**config.mk**
```make
export PLATFORM = sky130hd
export DESIGN_NAME = pwm_duty_sequencer
export DESIGN_NICKNAME = d
export VERILOG_FILES = /design/src/rtl/pwm_duty_sequencer.sv
export SDC_FILE = /design/constraint.sdc
export NUM_CORES = 1
export LEC_CHECK = 0
export ABC_AREA = 0
export CAP_MARGIN = 20
export CORE_ASPECT_RATIO = 1.5
export CORE_UTILIZATION = 35
export DETAILED_ROUTE_END_ITERATION = 10
export HOLD_SLACK_MARGIN = 0.1
export PLACE_DENSITY = 0.7
export SLEW_MARGIN = 0
export SYNTH_ARGS = -nofsm -noshare
export SYNTH_HDL_FRONTEND = slang
export SYNTH_SLANG_ARGS = --single-unit
```
**constraint.sdc**
```tcl
create_clock -name clk -period 3.75 [get_ports clk]
set_input_delay 0.5625 -clock clk [delete_from_list [all_inputs] [get_ports clk]]
set_output_delay 0.5625 -clock clk [all_outputs]
set_load 0.005 [all_outputs]
```
**src/rtl/pwm_duty_sequencer.sv**
```systemverilog
// Duty-command sequencer for the pendulum PWM drive: arbitrates two requesters
// and slews duty_out toward the accepted target, changing only at period boundaries.
module pwm_duty_sequencer #(
   parameter int unsigned PWM_IN_SIZE = 4,
   parameter int unsigned MAX_STEP    = 1,
   parameter int unsigned RESET_DUTY  = 0
) (
   input  logic                   clk,
   input  logic                   reset,
   input  logic                   req_a,
   input  logic [PWM_IN_SIZE-1:0] duty_a,
   output logic                   ack_a,
   input  logic                   req_b,
   input  logic [PWM_IN_SIZE-1:0] duty_b,
   output logic                   ack_b,
   input  logic [PWM_IN_SIZE-1:0] pwm_count,
   output logic [PWM_IN_SIZE-1:0] duty_out,
   output logic                   pwm_enable,
   output logic                   busy
);

   localparam int unsigned W = PWM_IN_SIZE;
   localparam logic [W-1:0] CNT_MAX = '1;
   localparam logic [W-1:0] STEP_W  = W'(MAX_STEP);
   localparam logic [W:0]   STEP_X  = (W+1)'(MAX_STEP);
   localparam logic [W-1:0] RST_W   = W'(RESET_DUTY);

   typedef enum logic {IDLE = 1'b0, RAMP = 1'b1} state_e;

   state_e         state_q, state_d;
   logic [W-1:0]   duty_q, duty_d;
   logic [W-1:0]   target_q, target_d;
   logic           ack_a_q, ack_a_d;
   logic           ack_b_q, ack_b_d;
   logic           pwm_enable_q, pwm_enable_d;

   logic           bnd;
   logic signed [W:0] diff;
   logic [W:0]     mag;

   // Arbitration, boundary detection and slew FSM.
   always_comb begin
      state_d      = state_q;
      duty_d       = duty_q;
      target_d     = target_q;
      ack_a_d      = 1'b0;
      ack_b_d      = 1'b0;
      pwm_enable_d = 1'b1;

      bnd  = (pwm_count == CNT_MAX);
      diff = $signed({1'b0, target_q}) - $signed({1'b0, duty_q});
      mag  = diff[W] ? (W+1)'(-diff) : (W+1)'(diff);

      // Fixed priority: A over B; a requester is blocked while its ack is high.
      if (req_a && !ack_a_q) begin
         target_d = duty_a;
         ack_a_d  = 1'b1;
      end else if (req_b && !ack_b_q) begin
         target_d = duty_b;
         ack_b_d  = 1'b1;
      end

      // Steps use the current target; a same-edge acceptance acts from the next boundary.
      case (state_q)
         IDLE: begin
            if (target_q != duty_q) state_d = RAMP;
         end
         RAMP: begin
            if (target_q == duty_q) begin
               state_d = IDLE;
            end else if (bnd) begin
               if (mag <= STEP_X) begin
                  duty_d  = target_q;
                  state_d = IDLE;
               end else if (diff[W]) begin
                  duty_d = duty_q - STEP_W;
               end else begin
                  duty_d = duty_q + STEP_W;
               end
            end
         end
         default: state_d = IDLE;
      endcase
   end

   always_ff @(posedge clk) begin
      if (reset) begin
         state_q      <= IDLE;
         duty_q       <= RST_W;
         target_q     <= RST_W;
         ack_a_q      <= 1'b0;
         ack_b_q      <= 1'b0;
         pwm_enable_q <= 1'b0;
      end else begin
         state_q      <= state_d;
         duty_q       <= duty_d;
         target_q     <= target_d;
         ack_a_q      <= ack_a_d;
         ack_b_q      <= ack_b_d;
         pwm_enable_q <= pwm_enable_d;
      end
   end

   assign ack_a      = ack_a_q;
   assign ack_b      = ack_b_q;
   assign duty_out   = duty_q;
   assign pwm_enable = pwm_enable_q;
   assign busy       = (state_q == RAMP);

endmodule
```
==> results of run 1 <==
final timing paths:
| kind | startpoint | end | slack [ns] | depth (start not counted) |
|---|---|---|---|---|
| max reg2reg | duty_out[0] | duty_out[1] | 0.65 | 10 |
| min reg2reg | target_q[0] | target_q[0] | 0.51 | 2 |
| min | target_q[0] | target_q[0] | 0.51 | 2 |
| max | duty_out[0] | duty_out[1] | 0.65 | 10 |
sequential cells by signal, summed over array words and instances (netlist names):
register	flops
ack_a	1
pwm_enable	1
target_q	4
busy	1
duty_out	4
ack_b	1
worst max-delay path, stage by stage (launching register included):
cell       delay (ns)
dfxtp_1          0.41
ha_1             0.18
inv_1            0.05
fa_1             0.54
inv_1            0.06
ha_1             0.21
mux2_1           0.29
a221oi_1         0.31
o2bb2ai_1        0.16
or4_1            0.52
a32o_1           0.26
layer usage:
metal	up-vias	part of all wire, %
li1	440	-
met1	394	36
met2	27	55
met3	9	4.4
met4	0	4.2
met5	-	0
final cells by class:
cell class	count	area share, %
multi-input cells	81	52.3
flip-flops and latches	12	20.1
repair buffers	23	19.2
clock buffers	4	3.03
inverters	9	2.82
well taps	24	2.51
placed cells by master, fill, tap and decap left out, types with 2 or more instances in the layout:
cell type	instances
o311a_1	2
nor3_1	2
a21oi_1	2
nand4_1	2
nor2b_1	2
clkdlybuf4s50_1	23
inv_1	8
dfxtp_1	12
a21o_1	5
o211ai_1	3
ha_1	7
nor2_1	8
nand2b_1	2
nand2_1	13
clkbuf_4	3
o211a_1	2
nand3_1	2
a311oi_1	4
a311o_1	2
fa_1	2
metrics by stage:
stage,power (uW),std cells,worst slack (ns),instance area [um2]
CTS,401,153,0.642,1200
finish,399,153,0.651,1200
global route,424,153,0.451,1200
detailed placement,300,149,0.660,1160
floorplan,251,105,0.808,918
global placement,295,149,0.721,1160
cells by family after synthesis:
kind of cell             count (synthesis)  synth area share [%]
AO/OA/AOI/OAI                           30                  26.6
XOR/XNOR                                 3                  5.18
buffers and inverters                   12                  5.72
multiplexers                             1                  1.23
adder cells (fa/ha/maj)                  9                  13.9
AND/OR/NAND/NOR                         38                  21.3
flip-flops                              12                  26.2
power by group:
part	internal [uW]	leakage [uW]	total (uW)	switching (uW)
clock	59.0	0.0000210	102	43.4
combinational	74.6	0.000363	155	80.9
sequential	135	0.0000989	141	6.06
==> results.toml, run 1 <==
[clock_tree]
cts_tree = "yes"
cts_root_buffer = "clkbuf_4"
postCtsSetupBuffers = 0
worstSkewPairLatency_ns = 0.27
post_cts_resized = 0
cts_max_level = 1
max-clock-path-buffers = 2
cts_buffers = 3
cts.hold.buffers_added = 0
clkSlewWorstSetupHoldPaths_ns = 0.08
cts.sinks = 12

[synthesis]
syn_area_per_cell_um2 = 8.75
ys.warnings.count = 0
synthesis.instances = 105
yosys-top-cells-area = "dfxtp_1 (26%), ha_1 (9.5%), nand2_1 (5.3%)"
synth_top_cells_by_count = "nand2_1 (13), dfxtp_1 (12), inv_1 (8), nor2_1 (8), ha_1 (7)"
netlist.area_leader.share_pct = 26.2
synth_ff_type = "dfxtp_1"
post_synth_instance_area_um2 = 918
netlist-cell-type-count = 42
synth_edf_count = 0
post-synth-top-count-cell = "nand2_1"
number_of_synthesized_register_bits = 12
nets_in_the_synthesized_netlist = 130
synth_async_sr_flop_share_pct = 0
synthDominantAreaCellType = "dfxtp_1"
sequential_element_share_of_the_synthesized_area_pct = 26.2

[sta]
number_of_slew_limit_violations_in_the_final_report = 0
hold_violations = 0
setup_violations = 0
relSlewSlack_pct = 72.1
fin_crit_ns = 3.10
worst_pin_slew_ns = 0.417
maxClockFrequency_mhz = 323
hold_slack_ns = 0.506
layout_worst_path_cycle_share_pct = 82.6
final.setup_skew_ns = 0.00279
totalNegativeSetupSlack_ns = 0
grt_setup_unrepaired = "no"

[floorplan]
dieWidth_um = 43.8
floorplan.rows = 22
core_area_mm2 = 0.00248
floorplan.initialDensity_pct = 37.1
die_area_mm2 = 0.00284
ioPinCount = 24
die_h_um = 64.7

[grt]
gr-usage-met3_pct = 1.67
globalRoute.busiestLayer = "met2"
met1_usage_pct = 18.7
global_route.usage.total_pct = 17.7
number_of_global_route_vias_before_repair = 881
number_of_antenna_violations_at_the_first_check_in_global_routing = 0
global_route.overflow_total = 0
met2_use_gr_pct = 31.9
grt_first_pass_wirelength_um = 3760
grt_max_degree = 11

[detailed_routing]
avgViaCountPerCell = 5.69
detailedRoute.firstIterationViolations = 25
total_wire_length_um = 2170
remaining_drc_errors = 0
avgRoutedWirePerCell_um = 14.2
dr.pass1.iters = 4
antenna_left = 0
dr_total_vias = 870

[worst_setup_path]
path_max_fanout = 6
critical_path_arrival_ns = 3.27
criticalPathCategory = "reg2reg"
cp.required_ns = 3.92
start_kind = "register"
crit_path_end_kind = "register"

[power]
powerDensity_mw_per_mm2 = 334
p_leak_uw = 0.000483
max-vdd-ir-drop_v = 0.000217

[run_status]
outcome = "finished clean"

[final_layout]
utilization_pct = 48.3
fill_cells = 241
final_layout_size_suffix_gt1_share_pct = 5.43
antenna_cells = 0
multi_input_area_um2 = 626
seqCellArea_um2 = 240
syn2layout_area_growth_pct = 30.2
num-nets-final = 155

[place]
gp_congestion = 0.930
detailedPlacementHpwl_um = 1840
port-buffer-count = 23

[worst_hold_path]
hold_path_class = "reg2reg"

[job]
cap_violations = 0
Note: power is estimated with default switching activity, not from simulation.
==> run 2, diff against run 1 <==
--- a/config.mk
+++ b/config.mk
@@ -11,7 +11,7 @@
 export CORE_UTILIZATION = 35
 export DETAILED_ROUTE_END_ITERATION = 10
 export HOLD_SLACK_MARGIN = 0.1
-export PLACE_DENSITY = 0.7
+export PLACE_DENSITY = 0.72
 export SLEW_MARGIN = 0
 export SYNTH_ARGS = -nofsm -noshare
 export SYNTH_HDL_FRONTEND = slang
==> constraint.sdc (replaced) <==
create_clock -name clk -period 2.8 [get_ports clk]
set_input_delay 0.42 -clock clk [delete_from_list [all_inputs] [get_ports clk]]
set_output_delay 0.42 -clock clk [all_outputs]
set_load 0.005 [all_outputs]
==> results.toml, run 2 (same netlist as run 1, synthesis figures left out) <==
[run_status]
outcome = "finished with violations"
failing_checks = "DRC"

[final_layout]
final_layout_size_suffix_gt1_share_pct = 19.9
antenna_cells = 0
utilization_pct = 53.5
design_area_mm2 = 0.00133
num-nets-final = 167
syn2layout_area_growth_pct = 44.4
final_cell_mix = "clkdlybuf4s50_1 (23), nand2_1 (13), buf_4 (12)"
final_cells = 165
mostFrequentLayoutCell = "clkdlybuf4s50_1"

[clock_tree]
max-clock-path-buffers = 2
cts_buffers = 3
cts_tree = "yes"
cts_root_buffer = "clkbuf_4"
cts_max_level = 1
worstSkewPairLatency_ns = 0.27
clkSlewWorstSetupHoldPaths_ns = 0.08
cts.sinks = 12

[detailed_routing]
avgViaCountPerCell = 5.50
detailedRoute.firstIterationViolations = 19
avgRoutedWirePerCell_um = 14.0
dr.pass1.iters = 7
remaining_drc_errors = 1
total_wire_length_um = 2320
antenna_left = 0
dr_total_vias = 907

[place]
port-buffer-count = 23
post_dp_cell_area_mm2 = 0.00127
detailedPlacementHpwl_um = 1960
placed_cells_incl_taps = 160
gp_congestion = 0.846

[worst_setup_path]
crit_path_end_kind = "register"
crit_path_cell_trace = "inv_2 -> ha_4 -> inv_2 -> fa_1 -> inv_2 -> ha_4 -> mux2_4 -> a221oi_2 -> o2bb2ai_1 -> or4_1 -> a32o_1"
timing.reg2reg.setup_slack_ns = 0.02
critical_path_arrival_ns = 2.95
r2r-start = "target_q[0]"
path_max_fanout = 4
cp_slowest_cell = "fa_1"
worst-r2r-cell-count = 11
max_stage_delay_ns = 0.53
worstReg2RegEnd = "duty_out[1]"
start_kind = "register"
cp.required_ns = 2.97
cp_common_cell = "inv_2"
crit_buf_inv = 3
criticalPathCategory = "reg2reg"
cp_top_family = "adder cells"

[floorplan]
floorplan.rows = 22
ioPinCount = 24
dieWidth_um = 43.8
die_h_um = 64.7
die_area_mm2 = 0.00284
core_area_mm2 = 0.00248
floorplan.initialDensity_pct = 37.1

[sta]
hold_violations = 0
setup_violations = 0
layout_worst_path_cycle_share_pct = 99.2
final.setup_skew_ns = 0.00603
worst_pin_slew_ns = 0.369
maxClockFrequency_mhz = 360
grt_setup_unrepaired = "yes"
number_of_slew_limit_violations_in_the_final_report = 0
totalNegativeSetupSlack_ns = 0
relSlewSlack_pct = 75.3
fin_crit_ns = 2.78

[grt]
grt_first_pass_wirelength_um = 3970
global_route.usage.total_pct = 18.9
met2_use_gr_pct = 35.6
globalRoute.busiestLayer = "met2"
grt_max_degree = 11
gr-usage-met3_pct = 2.51
number_of_global_route_vias_before_repair = 906
met1_usage_pct = 20.1
global_route.overflow_total = 0
number_of_antenna_violations_at_the_first_check_in_global_routing = 0

[worst_hold_path]
worst_hold_path.endpoint = "target_q[0]"
min_from = "target_q[0]"
hold_path_depth = 2
hold_path_class = "reg2reg"

[power]
max-vdd-ir-drop_v = 0.000371
p_leak_uw = 0.000552
powerDensity_mw_per_mm2 = 440

[job]
cap_violations = 0
[run 2: cell count changes in the layout (fill, tap and decap cells not counted), sizes merged]
cell | previous run | this run
buf | 0 | 12
[run 2: worst min-delay path, cell delays in order, from the launching register on]
cell and delay [ns]:
dfxtp_2 0.33, nor2_1 0.09, a311oi_1 0.05
[run 2: area by class of cell]
class                   instances  area, um2
repair buffers                 35        320
clock buffers                   4       36.3
flip-flops and latches         12        245
inverters                       9       33.8
multi-input cells              81        661
fillers                       242       1150
well taps                      24       30.0
[run 2: how the worst max path moves through the flow]
stage	start	to	slack, ns	cells after the start
finish	target_q[0]	duty_out[1]	0.02	11
global route	target_q[0]	duty_out[1]	-0.06	11
CTS	target_q[0]	duty_out[1]	-0.01	11
detailed placement	target_q[0]	duty_out[1]	-0.03	11
global placement	target_q[0]	duty_out[1]	0.02	11
floorplan	target_q[0]	duty_out[1]	0.01	11
[run 2: timing repair]
action | CTS | global route
hold buffers | 0 | 0
cloned | 0 | 0
setup buffers | 1 | 0
setup endpoints to repair | 1 | 4
pin swaps | 7 | 3
resized for setup | 4 | 1
[run 2: report_power, final]
part	switching [uW]	total (uW)	internal [uW]
Clock	61.8	141	79.0
Sequential	7.69	189	181
Combinational	119	254	136
Total	188	584	395
[run 2: routing by layer]
layer	wire length, um	part of all wire (%)
met5	0	0
met4	23	0.99
met3	38	1.6
met2	1290	56
met1	962	42
[run 2: stage by stage]
| stage | hold slack, ns | total power (uW) | setup WS (ns) |
|---|---|---|---|
| final | 0.506 | 584 | 0.0223 |
| after global routing | 0.549 | 621 | -0.0605 |
| after detailed placement | 0.506 | 441 | -0.0340 |
| after global placement | 0.508 | 434 | 0.0214 |
| after floorplan | 0.474 | 343 | 0.0143 |
| after CTS | 0.509 | 587 | -0.0129 |
